===== src/rtl/tx_packet_serializer_if.sv =====
// Radio TX word stream between the packet serializer and the radio.
//   master : drives tx_data / tx_valid / tx_last, samples tx_ready (serializer side)
//   slave  : samples tx_data / tx_valid / tx_last, drives tx_ready (radio side)
// A word transfers on a rising clock edge where tx_valid && tx_ready.
interface tx_packet_serializer_if #(
    parameter int unsigned WORD_WIDTH = 16
) ();

    logic [WORD_WIDTH-1:0] tx_data;
    logic                  tx_valid;
    logic                  tx_last;
    logic                  tx_ready;

    modport master (
        output tx_data,
        output tx_valid,
        output tx_last,
        input  tx_ready
    );

    modport slave (
        input  tx_data,
        input  tx_valid,
        input  tx_last,
        output tx_ready
    );

endinterface


===== src/rtl/tx_packet_serializer.sv =====
// Packet serializer for the radio TX path.
// Captures the outgoing packet fields on reward_done, waits for the node's TDMA slot
// (or any slot when the latched timeslot is 0) while okToSend is high, then streams the
// packet as WORD_WIDTH-bit words over a valid/ready interface.
//
// Ports:
//   clk, rst          clock (rising edge) and synchronous active-high reset
//   reward_done       one-cycle pulse, r* fields valid
//   rPacketType..r*   packet fields captured on reward_done in IDLE
//   okToSend          MAC permission, level-sensitive, only looked at while waiting for a slot
//   slot_tick         one-cycle pulse advancing the TDMA slot counter
//   tx                radio word stream (master side)
//   tx_done           one-cycle pulse the cycle after the last word is accepted
//   busy              high whenever not IDLE
//   drop_cnt          saturating count of reward_done pulses ignored while busy
//
// Heartbeat packets (type 3'b000) carry HB_WORDS words, all others FULL_WORDS.
// All outputs are registered; reset wins over every other event.
module tx_packet_serializer #(
    parameter int unsigned WORD_WIDTH = 16,
    parameter int unsigned NUM_SLOTS  = 64,
    parameter int unsigned HB_WORDS   = 6,
    parameter int unsigned FULL_WORDS = 8
) (
    input  logic                  clk,
    input  logic                  rst,

    input  logic                  reward_done,
    input  logic [2:0]            rPacketType,
    input  logic [5:0]            rTimeslot,
    input  logic [WORD_WIDTH-1:0] rSourceID,
    input  logic [WORD_WIDTH-1:0] rDestinationID,
    input  logic [WORD_WIDTH-1:0] rSourceHops,
    input  logic [WORD_WIDTH-1:0] rQValue,
    input  logic [WORD_WIDTH-1:0] rEnergyLeft,
    input  logic [WORD_WIDTH-1:0] rChosenCH,
    input  logic [WORD_WIDTH-1:0] rHopsFromCH,

    input  logic                  okToSend,
    input  logic                  slot_tick,

    tx_packet_serializer_if.master tx,

    output logic                  tx_done,
    output logic                  busy,
    output logic [7:0]            drop_cnt
);

    localparam int unsigned SlotW = $clog2(NUM_SLOTS);
    localparam int unsigned IdxW  = $clog2(FULL_WORDS + 1);

    typedef enum logic [1:0] {
        StIdle,
        StWaitSlot,
        StSend,
        StDone
    } state_e;

    // ------------------------------------------------------------------
    // State
    // ------------------------------------------------------------------
    state_e                state_q,     state_d;
    logic [SlotW-1:0]      slot_cnt_q,  slot_cnt_d;
    logic [IdxW-1:0]       word_idx_q,  word_idx_d;

    logic [WORD_WIDTH-1:0] tx_data_q,   tx_data_d;
    logic                  tx_valid_q,  tx_valid_d;
    logic                  tx_last_q,   tx_last_d;
    logic                  tx_done_q,   tx_done_d;
    logic                  busy_q,      busy_d;
    logic [7:0]            drop_cnt_q,  drop_cnt_d;

    // Captured packet fields
    logic [2:0]            type_q,      type_d;
    logic [5:0]            tsl_q,       tsl_d;
    logic [WORD_WIDTH-1:0] src_q,       src_d;
    logic [WORD_WIDTH-1:0] dst_q,       dst_d;
    logic [WORD_WIDTH-1:0] src_hops_q,  src_hops_d;
    logic [WORD_WIDTH-1:0] qval_q,      qval_d;
    logic [WORD_WIDTH-1:0] energy_q,    energy_d;
    logic [WORD_WIDTH-1:0] ch_q,        ch_d;
    logic [WORD_WIDTH-1:0] ch_hops_q,   ch_hops_d;

    // ------------------------------------------------------------------
    // Word selection
    // ------------------------------------------------------------------
    logic [IdxW-1:0]       pkt_len;
    logic [IdxW-1:0]       sel_idx;
    logic [WORD_WIDTH-1:0] word_sel;
    logic                  transfer;
    logic                  slot_match;

    assign pkt_len = (type_q == 3'b000) ? IdxW'(HB_WORDS) : IdxW'(FULL_WORDS);

    // While sending, prefetch the word after the current one so it can be loaded on the
    // transfer edge without a bubble; otherwise select w0 for the start of a packet.
    assign sel_idx = (state_q == StSend) ? (word_idx_q + IdxW'(1)) : '0;

    always_comb begin
        word_sel = '0;
        case (sel_idx)
            IdxW'(0): word_sel = {type_q, tsl_q, {(WORD_WIDTH - 9){1'b0}}};
            IdxW'(1): word_sel = src_q;
            IdxW'(2): word_sel = dst_q;
            IdxW'(3): word_sel = src_hops_q;
            IdxW'(4): word_sel = qval_q;
            IdxW'(5): word_sel = energy_q;
            IdxW'(6): word_sel = ch_q;
            IdxW'(7): word_sel = ch_hops_q;
            default:  word_sel = '0;
        endcase
    end

    assign transfer = tx_valid_q && tx.tx_ready;

    // Compared against the counter value of this cycle, ahead of any slot_tick update.
    assign slot_match = (tsl_q == '0) || (slot_cnt_q == SlotW'(tsl_q));

    // ------------------------------------------------------------------
    // Next-state logic
    // ------------------------------------------------------------------
    always_comb begin
        state_d    = state_q;
        slot_cnt_d = slot_cnt_q;
        word_idx_d = word_idx_q;
        tx_data_d  = tx_data_q;
        tx_valid_d = tx_valid_q;
        tx_last_d  = tx_last_q;
        tx_done_d  = 1'b0;
        drop_cnt_d = drop_cnt_q;

        type_d     = type_q;
        tsl_d      = tsl_q;
        src_d      = src_q;
        dst_d      = dst_q;
        src_hops_d = src_hops_q;
        qval_d     = qval_q;
        energy_d   = energy_q;
        ch_d       = ch_q;
        ch_hops_d  = ch_hops_q;

        if (slot_tick) begin
            slot_cnt_d = (slot_cnt_q == SlotW'(NUM_SLOTS - 1)) ? '0 : slot_cnt_q + SlotW'(1);
        end

        // Any request outside IDLE (including the DONE->IDLE cycle) is dropped.
        if (reward_done && (state_q != StIdle) && (drop_cnt_q != 8'hFF)) begin
            drop_cnt_d = drop_cnt_q + 8'd1;
        end

        case (state_q)
            StIdle: begin
                if (reward_done) begin
                    type_d     = rPacketType;
                    tsl_d      = rTimeslot;
                    src_d      = rSourceID;
                    dst_d      = rDestinationID;
                    src_hops_d = rSourceHops;
                    qval_d     = rQValue;
                    energy_d   = rEnergyLeft;
                    ch_d       = rChosenCH;
                    ch_hops_d  = rHopsFromCH;
                    state_d    = StWaitSlot;
                end
            end

            StWaitSlot: begin
                if (okToSend && slot_match) begin
                    state_d    = StSend;
                    word_idx_d = '0;
                    tx_data_d  = word_sel;
                    tx_valid_d = 1'b1;
                    tx_last_d  = (pkt_len == IdxW'(1));
                end
            end

            StSend: begin
                // okToSend is deliberately ignored here: a started packet always completes.
                if (transfer) begin
                    if (tx_last_q) begin
                        tx_valid_d = 1'b0;
                        tx_last_d  = 1'b0;
                        word_idx_d = '0;
                        tx_done_d  = 1'b1;
                        state_d    = StDone;
                    end else begin
                        word_idx_d = word_idx_q + IdxW'(1);
                        tx_data_d  = word_sel;
                        tx_last_d  = ((word_idx_q + IdxW'(2)) == pkt_len);
                    end
                end
            end

            StDone: begin
                state_d = StIdle;
            end

            default: begin
                state_d = StIdle;
            end
        endcase

        busy_d = (state_d != StIdle);
    end

    // ------------------------------------------------------------------
    // Registers
    // ------------------------------------------------------------------
    always_ff @(posedge clk) begin
        if (rst) begin
            state_q    <= StIdle;
            slot_cnt_q <= '0;
            word_idx_q <= '0;
            tx_data_q  <= '0;
            tx_valid_q <= 1'b0;
            tx_last_q  <= 1'b0;
            tx_done_q  <= 1'b0;
            busy_q     <= 1'b0;
            drop_cnt_q <= '0;
            type_q     <= '0;
            tsl_q      <= '0;
            src_q      <= '0;
            dst_q      <= '0;
            src_hops_q <= '0;
            qval_q     <= '0;
            energy_q   <= '0;
            ch_q       <= '0;
            ch_hops_q  <= '0;
        end else begin
            state_q    <= state_d;
            slot_cnt_q <= slot_cnt_d;
            word_idx_q <= word_idx_d;
            tx_data_q  <= tx_data_d;
            tx_valid_q <= tx_valid_d;
            tx_last_q  <= tx_last_d;
            tx_done_q  <= tx_done_d;
            busy_q     <= busy_d;
            drop_cnt_q <= drop_cnt_d;
            type_q     <= type_d;
            tsl_q      <= tsl_d;
            src_q      <= src_d;
            dst_q      <= dst_d;
            src_hops_q <= src_hops_d;
            qval_q     <= qval_d;
            energy_q   <= energy_d;
            ch_q       <= ch_d;
            ch_hops_q  <= ch_hops_d;
        end
    end

    // ------------------------------------------------------------------
    // Outputs
    // ------------------------------------------------------------------
    assign tx.tx_data  = tx_data_q;
    assign tx.tx_valid = tx_valid_q;
    assign tx.tx_last  = tx_last_q;
    assign tx_done     = tx_done_q;
    assign busy        = busy_q;
    assign drop_cnt    = drop_cnt_q;

endmodule


===== src/flat_wrapper.sv =====
// flat-port wrapper written by rule: the top's interface ports become plain ports
module tx_packet_serializer_flat 
#(
    parameter int unsigned WORD_WIDTH = 16,
    parameter int unsigned NUM_SLOTS  = 64,
    parameter int unsigned HB_WORDS   = 6,
    parameter int unsigned FULL_WORDS = 8
)
  (clk, rst, reward_done, rPacketType, rTimeslot, rSourceID, rDestinationID, rSourceHops, rQValue, rEnergyLeft, rChosenCH, rHopsFromCH, okToSend, slot_tick, tx_done, busy, drop_cnt, tx_tx_data, tx_tx_valid, tx_tx_last, tx_tx_ready);
  tx_packet_serializer_if #(.WORD_WIDTH(WORD_WIDTH)) tx_i ();
  input  logic clk;
  input  logic rst;
  input  logic reward_done;
  input  logic [2:0] rPacketType;
  input  logic [5:0] rTimeslot;
  input  logic [WORD_WIDTH-1:0] rSourceID;
  input  logic [WORD_WIDTH-1:0] rDestinationID;
  input  logic [WORD_WIDTH-1:0] rSourceHops;
  input  logic [WORD_WIDTH-1:0] rQValue;
  input  logic [WORD_WIDTH-1:0] rEnergyLeft;
  input  logic [WORD_WIDTH-1:0] rChosenCH;
  input  logic [WORD_WIDTH-1:0] rHopsFromCH;
  input  logic okToSend;
  input  logic slot_tick;
  output logic tx_done;
  output logic busy;
  output logic [7:0] drop_cnt;
  output wire logic [$bits(tx_i.tx_data)-1:0] tx_tx_data;
  output wire logic [$bits(tx_i.tx_valid)-1:0] tx_tx_valid;
  output wire logic [$bits(tx_i.tx_last)-1:0] tx_tx_last;
  input wire logic [$bits(tx_i.tx_ready)-1:0] tx_tx_ready;
  assign tx_tx_data = tx_i.tx_data;
  assign tx_tx_valid = tx_i.tx_valid;
  assign tx_tx_last = tx_i.tx_last;
  assign tx_i.tx_ready = tx_tx_ready;
  tx_packet_serializer #(.WORD_WIDTH(WORD_WIDTH), .NUM_SLOTS(NUM_SLOTS), .HB_WORDS(HB_WORDS), .FULL_WORDS(FULL_WORDS)) u_core (.clk(clk), .rst(rst), .reward_done(reward_done), .rPacketType(rPacketType), .rTimeslot(rTimeslot), .rSourceID(rSourceID), .rDestinationID(rDestinationID), .rSourceHops(rSourceHops), .rQValue(rQValue), .rEnergyLeft(rEnergyLeft), .rChosenCH(rChosenCH), .rHopsFromCH(rHopsFromCH), .okToSend(okToSend), .slot_tick(slot_tick), .tx(tx_i), .tx_done(tx_done), .busy(busy), .drop_cnt(drop_cnt));
endmodule

===== config.mk =====
export PLATFORM = sky130hd
export DESIGN_NAME = tx_packet_serializer_flat
export DESIGN_NICKNAME = d
export VERILOG_FILES = /design/src/rtl/tx_packet_serializer_if.sv /design/src/rtl/tx_packet_serializer.sv /design/src/flat_wrapper.sv
export SDC_FILE = /design/constraint.sdc
export NUM_CORES = 1
export LEC_CHECK = 0
export ABC_AREA = 1
export BUFFER_PORTS_ARGS = -buffer_cell sky130_fd_sc_hd__buf_2
export CORE_MARGIN = 2
export CORE_UTILIZATION = 50
export DETAILED_ROUTE_END_ITERATION = 8
export PLACE_DENSITY = 0.76
export SYNTH_ARGS = -nofsm -noshare
export SYNTH_HDL_FRONTEND = slang
export SYNTH_SLANG_ARGS = --single-unit

===== constraint.sdc =====
create_clock -name clk -period 2.35 [get_ports clk]
set_input_delay 0.235 -clock clk [delete_from_list [all_inputs] [get_ports clk]]
set_output_delay 0.235 -clock clk [all_outputs]
set_load 0.03 [all_outputs]

==> impl_metrics.ini <==
[power]
power_switching_mw = 2.629
power.density_nw_per_um2 = 910.4
max-vdd-ir-drop_mv = 0.6130
seq_power_share_pct = 42.5
pwr-share-comb_pct = 22.6
p_sw_share_pct = 32.73
p_leak_nw = 4.054
intPower_mw = 5.403
p_clk_share_pct = 34.9

[synth]
syn_inst = 1063
synthArstFlopShare_pct = 0
ys_types = 29
syn_avg_cell_area_um2 = 6.862
synth.cell_area_um2 = 7294
yosysWarnings = 0
synth_top_area_cell = dfxtp_1
synth_flop_cell = dfxtp_1
ys_ff_latch = 161
synth_edf_count = 0
ys_seq_area_share_pct = 44.19
synth_fp_nets = 1197
ys_top_cells_by_area = dfxtp_1 44%, nor2_1 14%, o21ai_0 9.3%
synth.top_cell.area_share_pct = 44.19

[cts]
htree_num_levels = 4
holdBufCountCts = 0
clock_latency_ps = 440
root_buffer = clkbuf_16
cts_buffers = 17
clockBufferDepth = 2
clock-sinks = 161
cts_tree = done
clkTransAtPathRegs_ps = 60

[sta]
setup_violations = 0
period_needed_ps = 1970
max_freq_mhz = 507.5
rsz0062_at_grt = false
hold_viol = 0
tightest_slew_ps = 625.6
relSlewSlack_pct = 58.29
period_share_pct = 83.84
drv_slew = 0
fin_skew_ps = 8.205
holdWs_ps = 41.79
final.setup.tns_ps = 0

[setup_path]
crit_arrival_ps = 2340
worstSetupStartpointType = flop
cp.required_ps = 2720
rr_startpoint = u_core.state_q[0]$_SDFF_PP0_
rr_worst_depth = 11
timing_worst_setup_path_type = flop to flop
endpoint_kind = flop
r2r_end = u_core.tx.tx_data[12]$_SDFFE_PP0P_
reg2reg_slack_ps = 380
cp_max_fo = 32

[drt]
drc = 0
detailroute.via_count = 7400
drt_wl_total_mm = 20.10
drt_pass1_iterations = 6
ant_nets = 0
drt_iter0_markers = 608
detail_route.wl_per_cell_um = 14.60
vias_per_cell = 5.374

[finish]
final_cell_mix = 276 x nor2_1, 161 x dfxtp_1, 154 x buf_2
final_nets = 1314
final_cells = 1377
layout-drive-gt1-share_pct = 18.19
num_antenna_cells = 0
syn2layout_area_growth_pct = 20.94
final_area_um2 = 8822
final_common_cell = nor2_1

[floorplan]
core-area_um2 = 14370
rows = 44
initial_utilization_pct = 50.77
boundaryPins = 155
die_w_um = 124.8
dieArea_um2 = 15570
die_y_um = 124.8

[global_route]
grt_pass1_vias = 6742
grt_pass1_wl_mm = 32.46
grt.total_usage_pct = 25.78
grt_start_max_net_pins = 89
overflow = 0
antenna_found_initial = 0

[hold_path]
whs_endpoint = u_core.energy_q[3]$_SDFFE_PP0P_
hold_start = rEnergyLeft[3]
min_delay_path_depth = 3
hp-class = input pin to flop

[place]
place.gp.congestion = 0.9071
numPortBuffers = 154
dp.cells = 1345
hpwl_mm = 14.17
placed_area_um2 = 8220

[job]
max-cap-violations = 0

[status]
run_status = finished clean
power by group through the flow:
stage | sequential (mW) | combinational, mW | clock [mW]
final | 3.41 | 1.82 | 2.80
after global routing | 3.45 | 2.05 | 2.92
after CTS | 3.40 | 1.82 | 2.82
after detailed placement | 3.46 | 1.80 | 0
after global placement | 3.45 | 1.76 | 0
after floorplan | 3.45 | 1.21 | 0
critical path, cell delays in order (launching register included):
cell and delay [ps]:
dfxtp_1 330, inv_1 110, ha_2 320, nand2_1 130, nor2_2 170, buf_12 200
nand4_1 110, nand2_1 130, nor2_1 90, nand2_1 70, nand3_1 70, a21oi_1 140
state kept, by name, indices dropped and copies added (netlist names):
name and flops:
u_core.tx_done 1, u_core.ch_q 16, u_core.dst_q 16, u_core.tx.tx_data 16, u_core.tx.tx_valid 1, u_core.src_q 16
u_core.drop_cnt 8, u_core.word_idx_q 4, u_core.state_q 2, u_core.tsl_q 6, u_core.type_q 3, u_core.ch_hops_q 16
u_core.energy_q 16, u_core.tx.tx_last 1, u_core.busy 1, u_core.qval_q 16, u_core.src_hops_q 16, u_core.slot_cnt_q 6
worst max path at each step:
stage,slack [ps],to,startpoint
after floorplan,490,u_core.drop_cnt[0]$_SDFFE_PP0P_,u_core.drop_cnt[0]$_SDFFE_PP0P_
after global placement,350,u_core.tx.tx_data[12]$_SDFFE_PP0P_,u_core.state_q[0]$_SDFF_PP0_
after detailed placement,280,u_core.tx.tx_data[1]$_SDFFE_PP0P_,u_core.state_q[0]$_SDFF_PP0_
after CTS,260,u_core.tx.tx_data[1]$_SDFFE_PP0P_,u_core.state_q[0]$_SDFF_PP0_
after global routing,150,u_core.tx.tx_data[0]$_SDFFE_PP0P_,u_core.state_q[0]$_SDFF_PP0_
final,380,u_core.tx.tx_data[12]$_SDFFE_PP0P_,u_core.state_q[0]$_SDFF_PP0_
Yosys cell counts (2+ instances only):
cell type,number
nor2_1,278
buf_4,4
xnor2_1,3
nor4_1,2
clkbuf_1,47
inv_1,42
and3_1,2
nor3_1,3
buf_2,21
dfxtp_1,161
ha_1,7
xor2_1,4
a21oi_1,46
o21ai_0,135
nand3_1,93
nand2_1,146
inv_2,5
nand4_1,53
repair_timing:
action | 4_1_cts | 5_1_grt
setup buffers | 0 | 0
resized for setup | 0 | 1
setup endpoints to repair | 0 | 1
per-layer routing:
metal	wire, um	global-route usage, %	up-vias
met2	9129	41.31	263
met1	9104	34.26	3351
met4	536	10.31	0
li1	-	-	3750
met5	0	0	-
met3	1333	5.026	36
through the flow:
step / util (%) / worst slack (ps) / power, mW
detailed placement: 57.21 / 283.0 / 5.257
floorplan: - / 487.2 / 4.664
CTS: 61.38 / 261.5 / 8.040
finish: 61.40 / 379.7 / 8.031
global route: 61.40 / 154.2 / 8.425
global placement: 57.21 / 347.3 / 5.209
cell families (layout without fill, tap and decap cells):
| group | Yosys count | count (layout) | share of synthesized area (%) |
|---|---|---|---|
| simple gates | 583 | 583 | 34.10 |
| fa+ha+maj | 7 | 7 | 1.201 |
| buf+inv | 120 | 250 | 6.741 |
| compound gates | 185 | 185 | 12.93 |
| flops | 161 | 161 | 44.19 |
| xor+xnor | 7 | 7 | 0.8405 |
layout make-up:
cell class,instances,area (um2)
Clock buffer,22,474.2
Clock inverter,10,125.1
Fill cell,1329,5547
Inverter,47,176.4
Multi-Input combinational cell,782,3595
Sequential cell,161,3223
Tap cell,184,230.2
Timing Repair Buffer,171,998.5
Power figures use the tool's default switching activity.
